<file path="config.mk">
export PLATFORM = sky130hd
export DESIGN_NAME = pipelined_cla_adder
export DESIGN_NICKNAME = d
export VERILOG_FILES = /design/src/rtl/cla_pkg.sv /design/src/rtl/cla_group_4.sv /design/src/rtl/pipelined_cla_adder.sv
export SDC_FILE = /design/constraint.sdc
export NUM_CORES = 1
export LEC_CHECK = 0
export BUFFER_PORTS_ARGS = -buffer_cell sky130_fd_sc_hd__buf_4
export CORE_ASPECT_RATIO = 1.5
export CORE_UTILIZATION = 59
export CTS_BUF_LIST = sky130_fd_sc_hd__clkbuf_16
export DETAILED_ROUTE_END_ITERATION = 10
export PLACE_DENSITY = 0.86
export SLEW_MARGIN = 10
export SYNTH_ARGS = -nofsm -noshare
export SYNTH_HDL_FRONTEND = slang
export SYNTH_SLANG_ARGS = --single-unit
</file>
<file path="constraint.sdc">
create_clock -name clk -period 6.1 [get_ports clk]
set_clock_uncertainty 0.05 [all_clocks]
set_input_delay 0.61 -clock clk [delete_from_list [all_inputs] [get_ports clk]]
set_output_delay 0.61 -clock clk [all_outputs]
set_load 0.02 [all_outputs]
</file>
<file path="src/rtl/cla_pkg.sv">
`default_nettype none
// +------------------------------------------------------------------+
// | Module   : cla_pkg                                               |
// | Brief    : Shared constants, types and configuration checks for  |
// |            the pipelined carry-look-ahead adder.                 |
// | Revision : 1.0  initial release                                  |
// +------------------------------------------------------------------+
package cla_pkg;

   localparam int CLA_GROUP_W = 4;

   // Generate/propagate pair produced by one look-ahead group
   typedef struct packed {
      logic g;
      logic p;
   } cla_gp_t;

   // Valid configuration: at least one stage, each segment a whole number of groups
   function automatic bit cla_cfg_ok(input int width, input int stages);
      return (stages >= 1) && (width >= CLA_GROUP_W * stages) &&
             ((width % (CLA_GROUP_W * stages)) == 0);
   endfunction

endpackage
`default_nettype wire

</file>
<file path="src/rtl/cla_group_4.sv">
`default_nettype none
// +------------------------------------------------------------------+
// | Module   : cla_group_4                                           |
// | Brief    : 4-bit carry-look-ahead group; sum plus group          |
// |            generate/propagate for the second look-ahead level.   |
// | Revision : 1.0  initial release                                  |
// +------------------------------------------------------------------+
module cla_group_4 (
   input  logic [3:0] a,
   input  logic [3:0] b,
   input  logic       cin,
   output logic [3:0] sum,
   output logic       gg,
   output logic       gp
);

   logic [3:0] w_g;
   logic [3:0] w_p;
   logic [3:0] w_c;

   assign w_g = a & b;
   assign w_p = a ^ b;

   // Fully flattened carries into each bit of the group
   assign w_c[0] = cin;
   assign w_c[1] = w_g[0] | (w_p[0] & cin);
   assign w_c[2] = w_g[1] | (w_p[1] & w_g[0]) | (w_p[1] & w_p[0] & cin);
   assign w_c[3] = w_g[2] | (w_p[2] & w_g[1]) | (w_p[2] & w_p[1] & w_g[0]) |
                   (w_p[2] & w_p[1] & w_p[0] & cin);

   assign sum = w_p ^ w_c;

   // Group terms are independent of cin so the parent can look ahead across groups
   assign gg = w_g[3] | (w_p[3] & w_g[2]) | (w_p[3] & w_p[2] & w_g[1]) |
               (w_p[3] & w_p[2] & w_p[1] & w_g[0]);
   assign gp = &w_p;

endmodule
`default_nettype wire

</file>
<file path="src/rtl/pipelined_cla_adder.sv">
`default_nettype none
// +------------------------------------------------------------------+
// | Module   : pipelined_cla_adder                                   |
// | Brief    : STAGES-deep pipelined CLA adder/subtractor with       |
// |            valid/ready handshake; carry registered per segment.  |
// | Revision : 1.0  initial release                                  |
// +------------------------------------------------------------------+
module pipelined_cla_adder
   import cla_pkg::*;
#(
   parameter int WIDTH  = 32,
   parameter int STAGES = 2
) (
   input  logic             clk,
   input  logic             rst,
   input  logic             in_valid,
   output logic             in_ready,
   input  logic [WIDTH-1:0] in_a,
   input  logic [WIDTH-1:0] in_b,
   input  logic             in_cin,
   input  logic             in_sub,
   output logic             out_valid,
   input  logic             out_ready,
   output logic [WIDTH-1:0] out_sum,
   output logic             out_cout,
   output logic             out_ovf
);

   localparam int SEG_W = WIDTH / STAGES;
   localparam int NGRP  = SEG_W / CLA_GROUP_W;

   if (!cla_cfg_ok(WIDTH, STAGES)) begin : g_cfg_check
      $error("pipelined_cla_adder: WIDTH must be a multiple of 4*STAGES");
   end

   logic              w_en;
   logic [WIDTH-1:0]  w_b_eff;
   logic              w_c0;
   logic [STAGES-1:0] r_vld;
   logic [STAGES-1:0] w_co;
   logic [STAGES-1:0] r_cy;
   logic              w_ovf;
   logic              r_ovf;

   // Whole pipe advances together unless the output is held by the consumer
   assign w_en      = !r_vld[STAGES-1] || out_ready;
   assign in_ready  = w_en;
   assign out_valid = r_vld[STAGES-1];
   assign out_cout  = r_cy[STAGES-1];
   assign out_ovf   = r_ovf;

   // Subtraction is A + ~B + 1; in_cin is ignored then
   assign w_b_eff = in_sub ? ~in_b : in_b;
   assign w_c0    = in_sub | in_cin;

   // Per-stage valid bits shift with the pipe; bubbles travel as zeros
   always_ff @(posedge clk or posedge rst) begin
      if (rst) begin
         r_vld <= '0;
      end else if (w_en) begin
         r_vld[0] <= in_valid;
         for (int k = 1; k < STAGES; k++) begin
            r_vld[k] <= r_vld[k-1];
         end
      end
   end

   // Segment carry-outs and the final overflow flag
   always_ff @(posedge clk or posedge rst) begin
      if (rst) begin
         r_cy  <= '0;
         r_ovf <= 1'b0;
      end else if (w_en) begin
         r_cy  <= w_co;
         r_ovf <= w_ovf;
      end
   end

   for (genvar j = 0; j < STAGES; j++) begin : g_seg
      logic [SEG_W-1:0]      w_a;
      logic [SEG_W-1:0]      w_b;
      logic [SEG_W-1:0]      w_s;
      logic                  w_cin;
      cla_gp_t [NGRP-1:0]    w_grp;
      logic [NGRP:0]         w_gc;
      logic [SEG_W-1:0]      r_ds [STAGES-j];

      if (j == 0) begin : g_first
         assign w_a   = in_a[SEG_W-1:0];
         assign w_b   = w_b_eff[SEG_W-1:0];
         assign w_cin = w_c0;
      end else begin : g_later
         logic [SEG_W-1:0] r_da [j];
         logic [SEG_W-1:0] r_db [j];

         // Operand slices wait j cycles to meet the carry rippling up from below
         always_ff @(posedge clk or posedge rst) begin
            if (rst) begin
               for (int d = 0; d < j; d++) begin
                  r_da[d] <= '0;
                  r_db[d] <= '0;
               end
            end else if (w_en) begin
               r_da[0] <= in_a[j*SEG_W +: SEG_W];
               r_db[0] <= w_b_eff[j*SEG_W +: SEG_W];
               for (int d = 1; d < j; d++) begin
                  r_da[d] <= r_da[d-1];
                  r_db[d] <= r_db[d-1];
               end
            end
         end

         assign w_a   = r_da[j-1];
         assign w_b   = r_db[j-1];
         assign w_cin = r_cy[j-1];
      end

      for (genvar g = 0; g < NGRP; g++) begin : g_grp
         cla_group_4 u_grp (
            .a   (w_a[g*CLA_GROUP_W +: CLA_GROUP_W]),
            .b   (w_b[g*CLA_GROUP_W +: CLA_GROUP_W]),
            .cin (w_gc[g]),
            .sum (w_s[g*CLA_GROUP_W +: CLA_GROUP_W]),
            .gg  (w_grp[g].g),
            .gp  (w_grp[g].p)
         );
      end

      // Second look-ahead level: each group carry as a sum of products of GG/GP
      always_comb begin
         logic v_c;
         logic v_p;
         v_c     = 1'b0;
         v_p     = 1'b1;
         w_gc    = '0;
         w_gc[0] = w_cin;
         for (int n = 1; n <= NGRP; n++) begin
            v_c = 1'b0;
            v_p = 1'b1;
            for (int h = n - 1; h >= 0; h--) begin
               v_c = v_c | (v_p & w_grp[h].g);
               v_p = v_p & w_grp[h].p;
            end
            w_gc[n] = v_c | (v_p & w_cin);
         end
      end

      assign w_co[j] = w_gc[NGRP];

      // Sum slice registered at its stage, then skewed so all slices exit together
      always_ff @(posedge clk or posedge rst) begin
         if (rst) begin
            for (int d = 0; d < STAGES - j; d++) begin
               r_ds[d] <= '0;
            end
         end else if (w_en) begin
            r_ds[0] <= w_s;
            for (int d = 1; d < STAGES - j; d++) begin
               r_ds[d] <= r_ds[d-1];
            end
         end
      end

      assign out_sum[j*SEG_W +: SEG_W] = r_ds[STAGES-j-1];

      if (j == STAGES - 1) begin : g_msb
         // Carry into the MSB recovered from its sum bit: c = s ^ a ^ b'
         assign w_ovf = (w_s[SEG_W-1] ^ w_a[SEG_W-1] ^ w_b[SEG_W-1]) ^ w_gc[NGRP];
      end
   end

endmodule
`default_nettype wire

</file>
# Word-level counts from Yosys, hierarchy flattened
# Index checks and enable logic that the tools add are counted.
op_classes:
  mux: 1
  bitwise_logic: 265
  reduce_logical: 10
ops:
  columns: ["operator", "count"]
  rows:
  - ["bitwise AND 1 bit", 144]
  - ["OR 1 bit", 93]
  - ["XOR 4 bit", 16]
  - ["bitwise AND 4 bit", 8]
  - ["two-way mux 32 bit", 1]
  - ["inverter 32 bit", 1]
  - ["AND reduction 4 bit", 8]
  - ["XOR 1 bit", 3]
  - ["zero test 1 bit", 1]
  - ["logical OR 1 bit", 1]
word_totals:
  ff_bits: 85
  input_bits: 70
  output_inout_bits: 36
  elab_cells: 284

# Depth between registers and ports, before layout
logic_depth:
  depth_word: 15
  mapped_depth: 13
  mapped_depth_nobuf: 11

# Hierarchy
# From an unflattened synthesis, not the netlist that was laid out.
hier_totals:
  hier_cells: 586
  hier_area_um2: 5143.7
modules_own_cells:
  columns: ["mod", "instances", "cells_each", "area_each_um2", "seq_area_each_um2"]
  rows:
  - ["pipelined_cla_adder", 1, 410, 3682.3, 2127.0]
  - ["cla_group_4", 8, 22, 182.7, 0.0]

# Least setup slack after synthesis
# Ideal clock, no wire load.
synth_timing:
  path_kind: "input-to-reg"
  start: "input in_sub"
  end: "register g_seg[0].r_ds[29] (netlist name)"
  arrival_ps: 3080
  path_slack_ps: 2823
  stages: 13
  path_buffers: 2
  cell_sequence: "buf_6 -> clkbuf_1 -> xor2_1 -> ha_1 -> o21a_1 -> o21ai_2 -> a21oi_2 -> a41oi_2 -> o31ai_2 -> inv_1 -> fa_1 -> xor2_1 -> a21oi_1"
synth_via:
  elab_chain_len: 13
  word_cells_on_any_way: 48
  classes_between: "mux (1); bitwise (44); reduce/logical (3)"
synth_rtl:
  columns: ["item", "line_no", "text"]
  rows:
  - ["start: declaration", "pipelined_cla_adder.sv:21", "input logic in_sub,"]
  - ["two-way mux 32 bit", "pipelined_cla_adder.sv:53", "assign w_b_eff = in_sub ? ~in_b : in_b;"]
  - ["XOR 4 bit / bitwise AND 4 bit (equally long branches)", "cla_group_4.sv:22, cla_group_4.sv:21", null]
  - ["bitwise AND 1 bit, on equally long branches", "cla_group_4.sv:34, cla_group_4.sv:35", null]
  - ["OR 1 bit (tied with other cells)", "cla_group_4.sv:34", "assign gg = w_g[3] | (w_p[3] & w_g[2]) | (w_p[3] & w_p[2] & w_g[1]) |"]
  - ["OR 1 bit / bitwise AND 1 bit (equally long branches)", "cla_group_4.sv:34, cla_group_4.sv:35", null]
  - ["OR 1 bit", "cla_group_4.sv:34", null]
  - ["bitwise AND 1 bit", "pipelined_cla_adder.sv:141", "v_c = v_c | (v_p & w_grp[h].g);"]
  - ["OR 1 bit (2 in a row)", "pipelined_cla_adder.sv:141", null]
  - ["OR 1 bit", "pipelined_cla_adder.sv:144", "w_gc[n] = v_c | (v_p & w_cin);"]
  - ["bitwise AND 1 bit", "cla_group_4.sv:26", "assign w_c[1] = w_g[0] | (w_p[0] & cin);"]
  - ["OR 1 bit", "cla_group_4.sv:26", null]
  - ["XOR 4 bit *", "cla_group_4.sv:31", "assign sum = w_p ^ w_c;"]
  - ["end signal: indexed assignment", "pipelined_cla_adder.sv:159", "r_ds[d] <= r_ds[d-1];"]
  - ["end: declaration", "pipelined_cla_adder.sv:86", "logic [SEG_W-1:0] r_ds [STAGES-j];"]
# Mark *: on every way between the ends. The rest lies on a longest branch, timed or not.
# A chain may end at the register's enable or synchronous reset.

# Worst setup path after layout
# Ends and elaborated chain as after synthesis.

==> metrics.md <==
| Metric | Value |
|---|---|
| Post-synth EDFFs | 0 |
| Max frequency | roughly 0.32 GHz |
| Static Leak | 2.91 nW |
| Final std cells w/o fill | 704 |
| Layout cells sized above 1 | approximately a fifth |
| YS warnings | 0 |
| Total power | 2.09 mW |
| Post_cts resized | 0 |
| Worst slew pin tran | between 1 and 1.5 ns |
| Placed wire-length estimate | 6.98 mm |
| DRT iter0 DRCs | 185 |
| Ant diodes | 0 |
| Startpoint class of the critical path | input port |
| WHS | slightly above 0.4 ns |
| WL/cell | 13.9 um |
| Tcrit/Tclk final | 51.8% |
| FF-to-FF setup slack | about 3 ns |
| Reg clk slew, reported paths | 0.06 ns |
| Crit path DAT | between 3 and 4 ns |
| Min-delay worst type | reg -> reg |
| Worst R2R Path Depth | 11 |
| DRC Markers | 0 |
| Tot GR Track Use | 25.2% |
| Hold worst-path end | r_vld[0] |
| Sink Count | 85 |
| Antenna violations before repair | 0 |
| Top cells by area, synth | dfrtp_1 44%, nand2_1 11%, ha_1 8.4%, xor2_1 5.5%, xnor2_1 4.6% |
| Insertion delay to the later sink of the worst-skew pair | 0.33 ns |
| Final hold violation count | 0 |
| Outcome | finished, final reports clean |
| Unrepaired setup endpoints after global routing | no |
| Clock buffer depth | 2 |
| Synth Instances | approximately 520 |
| Endpoints failing setup | 0 |
| Sum Neg Setup Slack | 0 ns |
| # hold bufs at CTS | 0 |
| Cell Int Power | 1.35 mW |
| CORE AREA | 7760 um^2 |
| Routed vias | 3680 |
| Synth cell types | 42 |
| First-pass GRT wire length | 16.0 mm |
| Reg2reg start | g_seg[1].g_later.r_db[0] |
| Seq cells post-synth | 85 |
| First-pass DRT Iterations | 4 |
| Final instance area | between 5000 and 6000 um^2 |
| Crit path max fanout | 34 |
| Main flop type after synthesis | dfrtp_1 |
| Post-synth top area share | 44.5% |
| Worst hold stages | 2 |
| Avg Synthesized Cell Area | 9.23 um^2 |
| Count of pins over their slew limit | 0 |
| Comb power frac | 38.3% |
| Area after DPL | 5520 um^2 |
| Pin count of the biggest net entering global routing | 97 |
| Utilization after layout | 74.3% |
| Die height | 112 um |
| Final net count | 708 |
| Pre-CTS setup slack | ~2.6 ns |
| Hold Crit Start | r_vld[0] |
| Initial core utilization | 61.7% |
| Post-DR vias/cell | 5.23 |
| Post-CTS Setup Inserts | 0 |
| Sequential fraction of design power | 39.5% |
| CP endpoint kind | flop |
| H-tree levels | 3 |
| Fraction of registers with async set/reset | 100% |
| Routability cong. | roughly 0.90 |
| PnR worst setup slack | a little under 3 ns |
| Die ar. | 8480 um^2 |
| R2R Path End | g_seg[1].r_ds[13] |
| TritonCTS buffer count | 9 |
| Syn_nets | between 600 and 700 |
| Number of core rows | 39 |
| Port bufs | 105 |
| Max-Cap Viols | 0 |
| Area added between synthesis and finish | 20.5% |
| Fin crit period | 3.16 ns |
| Max VDD drop | 0.000186 V |
| Switching power total | 741 uW |
| Synth area leader | dfrtp_1 |
| Switch share | 35.4% |
| Slew HR | 30.7% |
| Clock Power Share | 22.3% |
| Type of the worst setup path | in -> reg |
| CP Data Required Time | 6.30 ns |
| Post-synthesis cell area | ~4800 um^2 |
| CTS root buffer | clkbuf_16 |
| Fill count | 555 |
| CTS tree | done |
| Die X | 75.5 um |
| Placed instance count | between 600 and 700 |
| Register area share after synthesis | 44.5% |
| GRT overflow | 0 |
| Vias in the first global route | 3712 |
| Num ports | roughly 110 |
| Final wirelength | 9.75 mm |
| Final ANT Viol Nets | 0 |
| Pwr dens | 363 nW/um^2 |
[kinds of logic (layout without fill, tap and decap cells)]
| group | count (synthesis) | count (layout) | share of synthesized area (%) |
|---|---|---|---|
| simple gates | 187 | 187 | 15.9 |
| compound gates | 93 | 93 | 11.8 |
| flops | 85 | 85 | 44.5 |
| buf+inv | 57 | 141 | 5.89 |
| mux | 1 | 1 | 0.209 |
| fa+ha+maj | 40 | 40 | 11.7 |
| xor+xnor | 55 | 55 | 10.1 |
[synth_stat cells (2+ instances only)]
library cell,number
nor2b_1,8
inv_1,18
nor2_1,23
clkbuf_1,21
a21boi_0,2
fa_1,8
xnor2_1,25
xor2_1,30
o31ai_1,3
nand2_1,140
nor3_1,2
a31oi_1,2
o21a_1,4
or3_1,3
a21o_1,9
or2_2,2
a21oi_1,30
buf_4,16
nand3_1,3
o21ai_0,32
ha_1,32
dfrtp_1,85
[layer usage]
metal	vias up	wire [um]	GRT usage, %	part of all wire (%)
met1	1725	3970	28.5	41
li1	1827	-	-	-
met4	0	338	12.5	3.5
met5	-	0	0	0
met3	28	336	4.40	3.4
met2	100	5110	44.1	52
[state kept, by name (all words and copies together), names as in the netlist]
signal	count
g_seg.r_ds	32
g_seg.g_later.r_da	16
g_seg.g_later.r_db	16
out_sum	16
r_cy	2
r_vld	2
out_ovf	1
[power groups by stage]
stage               Combinational, mW  Sequential (mW)  Clock, mW
floorplan                       0.500            0.885          0
global placement                0.771            0.826          0
detailed placement              0.802            0.834          0
CTS                             0.808            0.826      0.472
global route                    0.892            0.844      0.497
finish                          0.801            0.825      0.465
[how the worst max path moves through the flow]
stage	from	to	slack, ns	depth (start not counted)
final	in_sub	g_seg[0].r_ds[29]	2.94	12
after floorplan	in_sub	g_seg[0].r_ds[29]	2.82	13
after global routing	g_seg[1].g_later.r_db[0]	g_seg[1].r_ds[13]	2.75	11
after CTS	in_sub	g_seg[0].r_ds[29]	2.93	12
after global placement	in_sub	g_seg[0].r_ds[29]	2.74	12
after detailed placement	in_sub	g_seg[0].r_ds[25]	2.62	12
[cells in the final DEF, fill, tap and decap left out, types with 2 or more instances in the layout]
cell type  synthesis  final
nor2b_1            8      7
nor3_1             2      2
clkinv_1           0      3
a31oi_1            2      2
dfrtp_1           85     85
fa_1               8      8
buf_4             16    108
xor2_1            30     30
o21a_1             4      4
nor2_1            23     23
o31ai_1            3      3
inv_1             18     18
ha_1              32     32
a21boi_0           2      2
clkinv_2           0      2
a21oi_1           30     30
o21ai_0           32     32
nand3_1            3      3
a21o_1             9      9
nand2_1          140    140
or2_2              2      2
or3_1              3      3
clkbuf_16          0      9
xnor2_1           25     25
[area by class of cell]
cell class	instances	area, um^2	share of cell area [%]
clock buffer	9	225	3.91
clock inverter	6	23.8	0.412
inverter	18	68.8	1.19
multi-input combinational	376	2380	41.3
sequential	85	2130	36.9
tap	102	128	2.21
timing repair buffer	108	811	14.1
[critical path, stage by stage]
cell and delay, ns:
buf_4 0.44, xor2_1 0.16, ha_1 0.31, o21a_1 0.14
o21ai_2 0.07, a21oi_2 0.24, a41oi_2 0.19, o31ai_2 0.35
inv_1 0.10, fa_1 0.41, xor2_1 0.15, a21oi_1 0.17
(Power assumes the default switching activity.)
